<file path="src/rtl/ring_pkg.sv">
// Shared definitions for the ring router output arbiter: packet field offsets,
// FSM state and grant encodings.
package ring_pkg;

  localparam int PKT_W     = 49;
  localparam int VALID_BIT = 48;
  localparam int TS_HI     = 47;
  localparam int TS_LO     = 32;
  localparam int SRC_HI    = 31;
  localparam int SRC_LO    = 16;
  localparam int DST_HI    = 15;
  localparam int DST_LO    = 0;

  typedef enum logic {ST_RING_PRI, ST_LOCAL_FORCE} arb_state_t;
  typedef enum logic {GR_RING, GR_LOCAL} grant_t;

endpackage

</file>
<file path="src/rtl/ring_sat_counter.sv">
// Saturating up-counter with synchronous clear; clear has priority over increment.
module ring_sat_counter
  import ring_pkg::*;
#(
  parameter int WIDTH = 16,
  parameter int MAX   = 8
) (
  input  logic             i_clk,
  input  logic             i_rst,
  input  logic             i_inc,
  input  logic             i_clr,
  output logic [WIDTH-1:0] o_count
);

  logic [WIDTH-1:0] r_count;

  always_ff @(posedge i_clk) begin
    if (i_rst || i_clr) begin
      r_count <= '0;
    end else if (i_inc && (r_count != WIDTH'(MAX))) begin
      r_count <= r_count + 1'b1;
    end
  end

  assign o_count = r_count;

endmodule

</file>
<file path="src/rtl/ring_output_arbiter.sv">
// Per-direction ring output arbiter: through-traffic vs local injection onto one registered link.
// Optional statistics counters are built only when RING_ARB_STATS_EN is defined.
//
// state          | meaning
// ST_RING_PRI    | ring wins ties; blocked-local cycles are counted
// ST_LOCAL_FORCE | local has starved for STARVE_LIMIT cycles and wins the next tie
module ring_output_arbiter
  import ring_pkg::*;
#(
  parameter int PACKET_SIZE  = 49,
  parameter int POLICY       = 1,
  parameter int STARVE_LIMIT = 8,
  parameter int STAT_W       = 32
) (
  input  logic                   i_clk,
  input  logic                   i_rst,
  input  logic                   i_thru_valid,
  input  logic [PACKET_SIZE-1:0] i_thru_pkt,
  output logic                   o_thru_pop,
  input  logic                   i_local_valid,
  input  logic [PACKET_SIZE-1:0] i_local_pkt,
  output logic                   o_local_pop,
  input  logic                   i_bp_stop,
  output logic [PACKET_SIZE-1:0] o_link_out,
  output logic [STAT_W-1:0]      o_stat_ring,
  output logic [STAT_W-1:0]      o_stat_local,
  output logic [STAT_W-1:0]      o_stat_stall
);

  grant_t                 r_last_grant;
  arb_state_t             r_state;
  arb_state_t             w_state_nxt;
  logic [15:0]            w_starve_cnt;
  logic                   w_tie_local;
  logic                   w_grant_ring;
  logic                   w_grant_local;
  logic                   w_starve_inc;
  logic                   w_starve_clr;
  logic [PACKET_SIZE-1:0] r_link;

  always_comb begin
    w_tie_local   = 1'b0;
    w_grant_ring  = 1'b0;
    w_grant_local = 1'b0;
    if (POLICY == 0) begin
      w_tie_local = (r_last_grant == GR_RING);
    end else begin
      w_tie_local = (r_state == ST_LOCAL_FORCE);
    end
    if (!i_bp_stop) begin
      if (i_thru_valid && i_local_valid) begin
        w_grant_local = w_tie_local;
        w_grant_ring  = !w_tie_local;
      end else begin
        w_grant_ring  = i_thru_valid;
        w_grant_local = i_local_valid;
      end
    end
  end

  assign o_thru_pop  = w_grant_ring;
  assign o_local_pop = w_grant_local;

  // Force is entered on the cycle the count reaches the limit so local wins the very next tie.
  always_comb begin
    w_state_nxt  = r_state;
    w_starve_inc = 1'b0;
    w_starve_clr = 1'b0;
    if ((POLICY != 0) && !i_bp_stop) begin
      case (r_state)
        ST_RING_PRI: begin
          if (w_grant_local || !i_local_valid) begin
            w_starve_clr = 1'b1;
          end else begin
            w_starve_inc = 1'b1;
            if (w_starve_cnt >= 16'(STARVE_LIMIT - 1)) begin
              w_state_nxt = ST_LOCAL_FORCE;
            end
          end
        end
        ST_LOCAL_FORCE: begin
          if (w_grant_local || !i_local_valid) begin
            w_starve_clr = 1'b1;
            w_state_nxt  = ST_RING_PRI;
          end
        end
      endcase
    end
  end

  always_ff @(posedge i_clk) begin
    if (i_rst) begin
      r_state      <= ST_RING_PRI;
      r_last_grant <= GR_LOCAL;
    end else begin
      r_state <= w_state_nxt;
      if (w_grant_ring) begin
        r_last_grant <= GR_RING;
      end else if (w_grant_local) begin
        r_last_grant <= GR_LOCAL;
      end
    end
  end

  ring_sat_counter #(
    .WIDTH (16),
    .MAX   (STARVE_LIMIT)
  ) u_starve_cnt (
    .i_clk   (i_clk),
    .i_rst   (i_rst),
    .i_inc   (w_starve_inc),
    .i_clr   (w_starve_clr),
    .o_count (w_starve_cnt)
  );

  // The valid bit is forced so a requester with a stale valid field still sends a live packet.
  always_ff @(posedge i_clk) begin
    if (i_rst) begin
      r_link <= '0;
    end else if (w_grant_ring) begin
      r_link            <= i_thru_pkt;
      r_link[VALID_BIT] <= 1'b1;
    end else if (w_grant_local) begin
      r_link            <= i_local_pkt;
      r_link[VALID_BIT] <= 1'b1;
    end else begin
      r_link <= '0;
    end
  end

  assign o_link_out = r_link;

`ifdef RING_ARB_STATS_EN
  logic [STAT_W-1:0] r_stat_ring;
  logic [STAT_W-1:0] r_stat_local;
  logic [STAT_W-1:0] r_stat_stall;

  always_ff @(posedge i_clk) begin
    if (i_rst) begin
      r_stat_ring  <= '0;
      r_stat_local <= '0;
      r_stat_stall <= '0;
    end else begin
      if (w_grant_ring)  r_stat_ring  <= r_stat_ring + 1'b1;
      if (w_grant_local) r_stat_local <= r_stat_local + 1'b1;
      if ((i_thru_valid || i_local_valid) && i_bp_stop) r_stat_stall <= r_stat_stall + 1'b1;
    end
  end

  assign o_stat_ring  = r_stat_ring;
  assign o_stat_local = r_stat_local;
  assign o_stat_stall = r_stat_stall;
`else
  assign o_stat_ring  = '0;
  assign o_stat_local = '0;
  assign o_stat_stall = '0;
`endif

endmodule

</file>
<file path="config.mk">
export PLATFORM = sky130hd
export DESIGN_NAME = ring_output_arbiter
export DESIGN_NICKNAME = d
export VERILOG_FILES = /design/src/rtl/ring_pkg.sv /design/src/rtl/ring_sat_counter.sv /design/src/rtl/ring_output_arbiter.sv
export SDC_FILE = /design/constraint.sdc
export NUM_CORES = 1
export LEC_CHECK = 0
export CORE_MARGIN = 1.5
export CORE_UTILIZATION = 34
export DETAILED_ROUTE_END_ITERATION = 6
export GPL_TIMING_DRIVEN = 0
export PLACE_DENSITY = 0.81
export SKIP_CTS_REPAIR_TIMING = 1
export SLEW_MARGIN = 20
export SYNTH_ARGS = -nofsm -noshare
export SYNTH_HDL_FRONTEND = slang
export SYNTH_SLANG_ARGS = --single-unit
export TNS_END_PERCENT = 30
</file>
<file path="constraint.sdc">
create_clock -name i_clk -period 2.16 [get_ports i_clk]
set_input_delay 0.432 -clock i_clk [delete_from_list [all_inputs] [get_ports i_clk]]
set_output_delay 0.432 -clock i_clk [all_outputs]
set_load 0.02 [all_outputs]
</file>
* Word-level counts from Yosys, hierarchy flattened *
Cells that the tools add are included.

word-level totals
  flip-flop bits (word level) = 66
  output and inout bits = 147
  word-level logic and storage cells = 27

cells by class
  equality and inequality tests = 1
  add/sub/neg operators = 1
  bitwise operators = 1
  reduce and logical (&&, ||, !) cells = 6
  magnitude comparators = 1
  mux-type cells = 14

operators by type and width
  cell                                                                      count
  49-bit 2-to-1 mux                                                         2
  16-bit by 1-bit adder with 16-bit output, second input constant           1
  16-bit by 3-bit >= comparator with 1-bit output, second input constant    1
  16-bit by 4-bit inequality test with 1-bit output, second input constant  1
  1-bit 2-to-1 mux                                                          11
  1-bit logical AND                                                         2
  1-bit logical NOT                                                         2
  1-bit logical OR                                                          2
  1-bit one-hot mux with 2 select lines                                     1
  1-bit inverter                                                            1

* Longest topological paths before layout *
Gate-level depths: netlist (run 1).

  word-level depth = 8
  depth in mapped cells = 7

* Modules after synthesis *
Synthesis (run 1) repeated with hierarchy kept, for this count alone.

second synthesis, totals
  cell total of the unflattened synthesis = 431
  area, all modules = 3538.4 um^2

modules (own cells, without submodules)
  module               times used  area each (um^2)  sequential area each (um^2)  cells each
  ring_output_arbiter  1           2697.6            1001.0                       336
  ring_sat_counter     1           840.8             320.3                        95

* Worst setup path after synthesis (run 1) *
OpenSTA, ideal clock, no wires.

  path type = register to register
  start point = reg u_starve_cnt.r_count[11], in the netlist u_starve_cnt.o_count[11]
  end point = reg u_starve_cnt.r_count[1], in the netlist u_starve_cnt.o_count[1]
  required time = 2101 ps
  period minus slack after synthesis = 1785 ps
  path slack = 375 ps
  cell stages (with the launch flop) = 5
  library setup time = 59 ps
  arrival time = 1725 ps
  path buffers = 0
  path through = dfxtp_1 or4_4 or4_4 a211o_1 nand2_1

on the way
  longest elaborated chain between the ends = 2

RTL lines
  what                                               line                    text
  from (decl)                                        ring_sat_counter.sv:15  logic [WIDTH-1:0] r_count;
  from (signal assigned)                             ring_sat_counter.sv:21  r_count <= r_count + 1'b1;
  16-bit by 4-bit inequality test with 1-bit output  ring_sat_counter.sv:20  end else if (i_inc && (r_count != WIDTH'(MAX))) begin
  1-bit logical AND                                  ring_sat_counter.sv:20

No other way between the ends.
A chain may end at the register's enable or synchronous reset.

* Final worst setup path (run 1) *
  start point = in i_local_valid
  end point = out o_thru_pop

on the way
  longest elaborated chain between the ends = 3

RTL lines
  what               line                       text
  from (decl)        ring_output_arbiter.sv:20  input logic i_local_valid,
  1-bit logical AND  ring_output_arbiter.sv:51  if (i_thru_valid && i_local_valid) begin
  1-bit 2-to-1 mux   ring_output_arbiter.sv:51
  1-bit 2-to-1 mux   ring_output_arbiter.sv:50  if (!i_bp_stop) begin
  to (decl)          ring_output_arbiter.sv:19  output logic o_thru_pop,

No other way between the ends.

==> reports/results.ini, run 1 <==
[cts]
clkLatencyLatePin_ns = 0.34
cts_tree = done
cts_buffers = 9
htreeDepth = 3
cts-root-buf = clkbuf_8
cts.path.max_buffers = 2
cts_sinks = 66
clk_pin_slew_ns = 0.07

[worst_setup_path]
r2r_end = u_starve_cnt.o_count[14]
reg2reg_from = u_starve_cnt.o_count[1]
reg2regPathDepth = 6
crit_fanout = 10
cp_cell_sequence = clkdlybuf4s50_1, nand2_1, nand3_2, inv_2, clkbuf_4, clkbuf_2
cp_num_buf_inv = 4
max_stage_delay_ns = 0.48
cpMaxStageDelayCell = clkdlybuf4s50_1
cp-start-kind = input pin
worst_ep_required_time_ns = 1.73
critical_path_class = input pin to output pin
arrival_ns = 1.69
rrSetupSlack_ns = 0.27
end_kind = output pin
cpLargestDelayFamily = buffers and inverters

[place]
io_buffers = 151
dp_hpwl_um = 7580
place.gp.congestion = 0.835

[synthesis]
synth_area_leaders = dfxtp_1 40%, buf_4 22%, nand2_1 12%, a21oi_1 8.7%, clkbuf_1 1.8%
ys_warn_count = 0
synth_mux_area_share_pct = 0
synth_area_leader_cell = dfxtp_1
synth-simple-area-share_pct = 20.7
ys_seq_area_share_pct = 40.2
synthAdderAreaFrac_pct = 0.762
synth_top_family_by_area = buffers and inverters
netlist_area_um2 = 3280
synth-edff-count = 0
synth_xor_area_share_pct = 1.87
synth_most_common_cell = nand2_1
yosysUniqueCellTypes = 38
synthArstFlopShare_pct = 0
synth-seq-cells = 66
synthCells = 414
ys_top_cells_by_count = 105 x nand2_1, 96 x buf_4, 66 x dfxtp_1
synth_top_cell_area_share_pct = 40.2
synth.avg_cell_area_um2 = 7.93
synth_flop_cell = dfxtp_1
synth_compound_area_share_pct = 11.5

[timing]
setup_violations = 0
hold_violations = 0
tightest_slew_ns = 0.515
holdWs_ns = 0.513
rsz0062_at_grt = yes
finalCritPeriodShare_pct = 98.1
fin_skew_ns = 0.0106
maxSlewViolCount = 0
max_freq_mhz = 472
min_period_ns = 2.12
relSlewSlack_pct = 65.7

[global_route]
first_global_vias = 3060
grt_use_total_pct = 17.1
grt-ovfl-total = 0
grt_pass1_wl_um = 13800
grt_max_degree = 13
antenna_found_initial = 0

[routing]
ant_nets = 0
drt_iter0_markers = 111
num_vias = 3277
routed_wl_um = 9440
via_per_inst = 4.07
wl_per_cell_um = 11.7
drcViolationCount = 0
drt_first_pass_iters = 4

[power]
p_int_mw = 2.05
seqPwrFrac_pct = 43.4
pwr-share-clk_pct = 31.3
netSwitchingFraction_pct = 29.7
power_density_nw_per_um2 = 530
p_switching_uw = 865
totalPowerFinal_mw = 2.91
power_frac_comb_pct = 25.3
power_leakage_nw = 2.55
ir_drop_mv = 0.364

[final_layout]
drive_gt1_share_pct = 18.8
area_growth_pct = 67.5
final_util_pct = 59.2
finalNetCount = 776
antenna_cells = 0
fillCellCount = 794

[run]
drv_cap = 0

[min_path]
hp-class = register to register
hp-start = u_starve_cnt.o_count[14]
hold_depth = 2
hold_end = u_starve_cnt.o_count[14]

[floorplanning]
dieArea_um2 = 10300
rows = 35
ioPinCount = 250
fp.dieH_um = 101
die_w_um = 101
core_um2 = 9280
initial_core_util_pct = 35.4

[run_status]
outcome = completed

==> stage by stage <==
| stage | instance area (um2) | cells | TNS, ns | worst slack, ns |
|---|---|---|---|---|
| CTS | 5480 | 805 | -3.66 | -0.762 |
| floorplan | 3640 | 509 | 0 | 0.375 |
| global route | 5500 | 805 | -0.0274 | -0.0274 |
| global placement | 5310 | 789 | -17.49 | -0.745 |
| detailed placement | 5310 | 789 | -17.48 | -0.754 |
| finish | 5500 | 805 | 0 | 0.0406 |
==> flip-flops by register name, indices dropped and copies added (netlist names) <==
register	count
u_starve_cnt.o_count	16
o_link_out	49
r_state	1
==> cell families (layout without fill, tap and decap cells) <==
logic type | count (synthesis) | count (layout)
simple gates | 147 | 147
buf+inv | 121 | 288
compound gates | 70 | 70
flops | 66 | 66
xor+xnor | 7 | 7
fa+ha+maj | 2 | 2
other cells | 1 | 96
==> worst reg2reg max path: stages (launching register included) <==
cell and delay, ns:
dfxtp_1 0.38, ha_1 0.23, nand3_1 0.13, or2_1 0.23
clkbuf_1 0.17, or4_1 0.52, a21oi_1 0.14
==> power groups by stage <==
| stage | sequential [mW] | combinational [mW] | clock (mW) |
|---|---|---|---|
| after floorplan | 1.34 | 0.385 | 0 |
| after global placement | 1.29 | 0.723 | 0 |
| after detailed placement | 1.29 | 0.728 | 0 |
| after CTS | 1.27 | 0.731 | 0.932 |
| after global routing | 1.27 | 0.791 | 0.986 |
| final | 1.27 | 0.738 | 0.911 |
==> cells in the final DEF, fill, tap and decap left out, types with 2 or more instances in the layout <==
master and instances:
a21o_1 3, a21oi_1 57, and4_1 2, buf_4 96
clkbuf_1 14, clkbuf_2 5, clkbuf_8 9, clkdlybuf4s50_1 148
clkinv_2 2, clkinv_4 3, conb_1 96, dfxtp_1 66
dlymetal6s2s_1 2, ha_1 2, inv_1 4, inv_2 2
nand2_1 105, nand3_1 7, nand3b_1 2, nand4_1 4
nor2_1 7, o21ai_0 3, or3_1 3, or4_1 2
or4_4 4, xnor2_1 2, xor2_1 5
==> routing by layer <==
layer	share of wire, %	GRT usage (%)
met5	0	0
met4	1.6	6.20
met3	8.4	3.73
met2	50	32.0
met1	40	18.8
==> worst max-delay path by stage <==
stage,start,end,slack (ns),cells past startpoint
2_1_floorplan,u_starve_cnt.o_count[11],u_starve_cnt.o_count[1],0.38,4
3_3_place_gp,i_bp_stop,o_thru_pop,-0.75,6
3_5_place_dp,i_bp_stop,o_thru_pop,-0.75,6
4_1_cts,i_bp_stop,o_thru_pop,-0.76,6
5_1_grt,i_local_valid,o_thru_pop,-0.03,6
6_report,i_local_valid,o_thru_pop,0.04,6
==> final cells by class <==
| class | instances | area [um2] | area share [%] |
|---|---|---|---|
| repair buffers | 151 | 1510 | 27.5 |
| clock inverters | 6 | 43.8 | 0.797 |
| multi-input cells | 322 | 1510 | 27.4 |
| clock buffers | 10 | 128 | 2.32 |
| inverters | 6 | 22.5 | 0.410 |
| plain buffers | 115 | 801 | 14.6 |
| well taps | 129 | 161 | 2.94 |
| flip-flops and latches | 66 | 1320 | 24.0 |
(Power assumes the default switching activity.)
==> run 2, diff against run 1 <==
Settings changed: GPL_TIMING_DRIVEN 0 to default.
==> run 2 against run 1 <==
  * Sequential power hardly changed
  * Clock-buffer cell count stayed put
  * Via count is 8.5% lower
  * Global-route usage is 0.60 points lower
  * First-iteration DRC count is 4.5% lower
  * Non-clock buffer count is 101 lower
  * Fmax is 5.1% higher
  * Die area stayed put
  * Routed wire length is 5.6% lower
  * Flip-flop and latch count stayed put
  * Sequential share of layout area is 3.0 points higher
  * Clock power is 30% higher
==> reports/results.ini, run 2 (synthesized netlist as in run 1, its figures left out) <==
[run_status]
outcome = completed

[cts]
cts_buffers = 9
cts.path.max_buffers = 2
clkLatencyLatePin_ns = 0.34
htreeDepth = 3
cts_sinks = 66
cts_tree = done
clk_pin_slew_ns = 0.07
cts-root-buf = clkbuf_8

[timing]
fin_skew_ns = 0.0109
setup_violations = 0
rsz0062_at_grt = no
relSlewSlack_pct = 64.7
max_freq_mhz = 496
finalCritPeriodShare_pct = 93.4
maxSlewViolCount = 0
tightest_slew_ns = 0.530
holdWs_ns = 0.511
setup_slack_ns = 0.144
fin_setup_tns_ns = 0
hold_violations = 0
min_period_ns = 2.02

[global_route]
grt_max_degree = 49
grt_pass1_wl_um = 13100
grt_use_total_pct = 16.5
first_global_vias = 2741
antenna_found_initial = 0
grt-ovfl-total = 0

[worst_setup_path]
reg2regPathDepth = 4
cpMaxStageDelayCell = clkdlybuf4s50_1
arrival_ns = 1.58
critical_path_class = input pin to output pin
reg2reg_from = u_starve_cnt.o_count[11]
worst_ep_required_time_ns = 1.73
cpLargestDelayFamily = buffers and inverters
cp_cell_sequence = clkdlybuf4s50_1, buf_4, inv_1, nand3_2, inv_1, buf_4
max_stage_delay_ns = 0.42
cp-start-kind = input pin
r2r_end = u_starve_cnt.o_count[0]
cp_num_buf_inv = 5
end_kind = output pin
crit_fanout = 4
rrSetupSlack_ns = 0.29

[routing]
wl_per_cell_um = 12.7
num_vias = 2999
drcViolationCount = 0
drt_first_pass_iters = 4
via_per_inst = 4.26
routed_wl_um = 8910
ant_nets = 0
drt_iter0_markers = 106

[floorplanning]
fp.dieH_um = 101
dieArea_um2 = 10300
rows = 35
ioPinCount = 250
die_w_um = 101
initial_core_util_pct = 35.4
core_um2 = 9280

[place]
postPlaceCellArea_um2 = 4650
io_buffers = 151
place.gp.congestion = 0.797
pre_cts_slack_ns = -0.0622
dp_cells = 688
dp_hpwl_um = 6700

[power]
seqPwrFrac_pct = 41.4
p_switching_uw = 847
power_density_nw_per_um2 = 626
p_int_mw = 2.21
netSwitchingFraction_pct = 27.7
ir_drop_mv = 0.358
totalPowerFinal_mw = 3.05
pwr-share-clk_pct = 38.7
power_leakage_nw = 2.08
power_frac_comb_pct = 19.9

[min_path]
hold_end = u_starve_cnt.o_count[14]
hold_depth = 2
hp-start = u_starve_cnt.o_count[14]
hp-class = register to register

[final_layout]
fin_area_um2 = 4880
drive_gt1_share_pct = 6.96
finalNetCount = 675
area_growth_pct = 48.7
final_util_pct = 52.6
final_cells = 704
final_common_cell = clkdlybuf4s50_1
largest_reg_flops = 49
antenna_cells = 0
final_cell_mix = 149 x clkdlybuf4s50_1, 105 x nand2_1, 96 x conb_1

[run]
drv_cap = 0

-- run 2: how the worst max path moves through the flow --
| stage | start | endpoint | slack (ns) | cells after the start |
|---|---|---|---|---|
| after floorplan | u_starve_cnt.o_count[11] | u_starve_cnt.o_count[1] | 0.38 | 4 |
| after global placement | i_bp_stop | o_local_pop | -0.05 | 4 |
| after detailed placement | i_bp_stop | o_local_pop | -0.06 | 4 |
| after CTS | i_bp_stop | o_local_pop | -0.06 | 4 |
| after global routing | i_bp_stop | o_thru_pop | 0.06 | 6 |
| final | i_bp_stop | o_thru_pop | 0.14 | 6 |
-- run 2: final cells by class --
| cell class | count | area, um2 |
|---|---|---|
| Clock inverter | 6 | 90.1 |
| Inverter | 6 | 22.5 |
| Fill cell | 859 | 4400 |
| Sequential cell | 66 | 1320 |
| Timing Repair Buffer | 165 | 1630 |
| Clock buffer | 10 | 138 |
| Tap cell | 129 | 161 |
| Multi-Input combinational cell | 322 | 1520 |
-- run 2: per-layer routing --
metal / track usage (%) / share of wire, % / vias to the layer above
li1: - / - / 1474
met5: 0 / 0 / -
met4: 6.73 / 2.2 / 0
met2: 31.1 / 51 / 172
met3: 4.62 / 9.7 / 11
met1: 17.0 / 37 / 1342
-- run 2: power by group through the flow --
stage,Clock (mW),Sequential (mW),Combinational (mW)
2_1_floorplan,0,1.34,0.385
3_3_place_gp,0,1.29,0.602
3_5_place_dp,0,1.29,0.608
4_1_cts,1.22,1.27,0.609
5_1_grt,1.27,1.27,0.653
6_report,1.18,1.26,0.609
-- run 2: worst min-delay path, delay by kind of cell (launching register included) --
| family | cells | cell delay, ns |
|---|---|---|
| AOI/OAI and AO/OA | 2 | 0.13 |
| DFF | 1 | 0.33 |
==> run 3, diff against run 2 <==
Settings changed: ABC_AREA from default to 1, CORE_UTILIZATION 34 to 35.
==> run 3 against run 2 <==
  * Sequential share of layout area shrank 0.54 points
  * Via count is 8.0% higher
  * Combinational power grew 1%
  * Flip-flop and latch count did not move
  * Area after synthesis rose by 6.9%
  * Global-route usage shrank 0.77 points
  * Power is 3.1% lower
  * Fmax up 7.2%
  * Critical path depth is 1 lower
  * First-iteration DRC count shrank 8.5%
  * Critical endpoint is now o_local_pop
==> reports/results.ini, run 3 <==
[synthesis]
ys_warn_count = 0
synth_most_common_cell = nand2_1
synth_xor_area_share_pct = 1.25
synth-seq-cells = 66
synth_flop_cell = dfxtp_1
synth_area_leaders = dfxtp_1 38%, buf_4 21%, nand2_1 16%, a21oi_1 8.4%, nor2_1 3.4%
synth.avg_cell_area_um2 = 7.22
ys_seq_area_share_pct = 37.7
yosysUniqueCellTypes = 27
synth-simple-area-share_pct = 23.5
synth_mux_area_share_pct = 0
synth_top_cell_area_share_pct = 37.7
synth-edff-count = 0
synthCells = 486
synthArstFlopShare_pct = 0
synth_area_leader_cell = dfxtp_1
ys_top_cells_by_count = 145 x nand2_1, 99 x buf_4, 66 x dfxtp_1
synth_top_family_by_area = buffers and inverters
synthAdderAreaFrac_pct = 0.713
netlist_area_um2 = 3510
synth_compound_area_share_pct = 9.74

[timing]
relSlewSlack_pct = 66.2
finalCritPeriodShare_pct = 87.1
max_freq_mhz = 532
setup_violations = 0
fin_skew_ns = 0.0120
min_period_ns = 1.88
setup_slack_ns = 0.279
holdWs_ns = 0.499
rsz0062_at_grt = no
hold_violations = 0
maxSlewViolCount = 0
tightest_slew_ns = 0.508

[cts]
clkLatencyLatePin_ns = 0.34
cts_tree = done
cts-root-buf = clkbuf_8
cts_buffers = 9
clk_pin_slew_ns = 0.07
htreeDepth = 3
cts.path.max_buffers = 2
cts_sinks = 66

[final_layout]
final_common_cell = clkdlybuf4s50_1
largest_reg_flops = 49
final_cell_mix = 148 x clkdlybuf4s50_1, 145 x nand2_1, 96 x conb_1
drive_gt1_share_pct = 6.22
antenna_cells = 0
area_growth_pct = 42.0
finalNetCount = 743

[routing]
via_per_inst = 4.17
ant_nets = 0
drcViolationCount = 0
routed_wl_um = 9030
drt_first_pass_iters = 4
wl_per_cell_um = 11.6
num_vias = 3238
drt_iter0_markers = 97

[run]
drv_cap = 0

[worst_setup_path]
cp_cell_sequence = clkdlybuf4s50_1, nand3_2, nand3_1, inv_2, dlymetal6s2s_1
end_kind = output pin
reg2reg_from = u_starve_cnt.o_count[0]
reg2regPathDepth = 9
cpLargestDelayFamily = buffers and inverters
r2r_end = u_starve_cnt.o_count[5]
critical_path_class = input pin to output pin
max_stage_delay_ns = 0.53
worstSetupStartpoint = i_local_valid
crit_fanout = 3
worst_ep_required_time_ns = 1.73
arrival_ns = 1.45
cp-start-kind = input pin
cpMaxStageDelayCell = clkdlybuf4s50_1
rrSetupSlack_ns = 0.58
cp_num_buf_inv = 3

[min_path]
hold_depth = 2
hp-class = register to register
hold_end = u_starve_cnt.o_count[0]
hp-start = u_starve_cnt.o_count[0]

[global_route]
grt_pass1_wl_um = 12900
grt_use_total_pct = 15.7
first_global_vias = 2757
grt_max_degree = 49
grt-ovfl-total = 0
antenna_found_initial = 0

[floorplanning]
ioPinCount = 250
initial_core_util_pct = 36.1
dieArea_um2 = 10600
fp.dieH_um = 103
rows = 36
core_um2 = 9730
die_w_um = 103

[run_status]
outcome = completed

[place]
dp_hpwl_um = 6930
pre_cts_slack_ns = -0.105
io_buffers = 151
place.gp.congestion = 0.872

[power]
power_leakage_nw = 2.05
ir_drop_mv = 0.322
totalPowerFinal_mw = 2.96
power_density_nw_per_um2 = 594

-- run 3: cell types whose count changed in the layout (fill, tap and decap cells not counted), moves of 3 or more --
cell and delta:
nand2_1 +40, inv_1 +20, a21o_1 -3, nor2_1 +25, nor2_4 +3, nor2_2 +3
inv_2 +4, buf_4 -5, nand3_1 +3, or4_4 -4, or3_1 -3
-- run 3: cell type report --
cell class / instances / area [um2]
clock buffer: 10 / 138
clock inverter: 6 / 65.1
fill: 925 / 4750
inverter: 31 / 116
multi-input combinational: 370 / 1600
sequential: 66 / 1320
tap: 133 / 166
timing repair buffer: 160 / 1580
-- run 3: per-layer routing --
metal	track usage [%]	wire, um	part of all wire, %	up-vias
li1	-	-	-	1614
met5	0	0	0	-
met4	5.93	95	1.1	0
met2	27.2	4900	54	141
met3	4.47	618	6.8	8
met1	18.4	3410	38	1475
-- run 3: logic make-up (layout without fill, tap and decap cells) --
family,Yosys count,count (layout)
compound gates,66,66
xor+xnor,5,5
fa+ha+maj,2,2
buf+inv,145,207
flops,66,66
other cells,1,96
simple gates,201,201
-- run 3: power by group --
part / leakage, nW / switching (mW) / internal, mW
logic: 1.41 / 0.348 / 0.270
registers: 0.538 / 0.0114 / 1.26
clock network: 0.103 / 0.505 / 0.567
-- run 3: worst max-delay path by stage --
stage | end | slack [ns] | cells after the start
global route | o_local_pop | 0.21 | 5
CTS | o_local_pop | -0.11 | 5
global placement | o_local_pop | -0.09 | 5
finish | o_local_pop | 0.28 | 5
detailed placement | o_local_pop | -0.11 | 5
floorplan | o_local_pop | 0.78 | 4
-- run 3: stage by stage --
stage | cell area, um2 | cells | utilization (%) | setup TNS (ns)
2_1_floorplan | 3860 | 581 | - | 0
3_3_place_gp | 4770 | 760 | 49.1 | -0.171
3_5_place_dp | 4770 | 760 | 49.1 | -0.194
4_1_cts | 4980 | 776 | 51.2 | -0.219
5_1_grt | 4980 | 776 | 51.2 | 0
6_report | 4980 | 776 | 51.2 | 0
-- run 3: worst register-to-register path, cell delays in order (launching register included) --
cell     delay (ns)
dfxtp_1        0.36
inv_1          0.11
ha_1           0.21
nand3_1        0.10
nor2_2         0.05
nand2_2        0.15
nand2_4        0.15
inv_2          0.18
nand2_1        0.07
a21oi_1        0.14
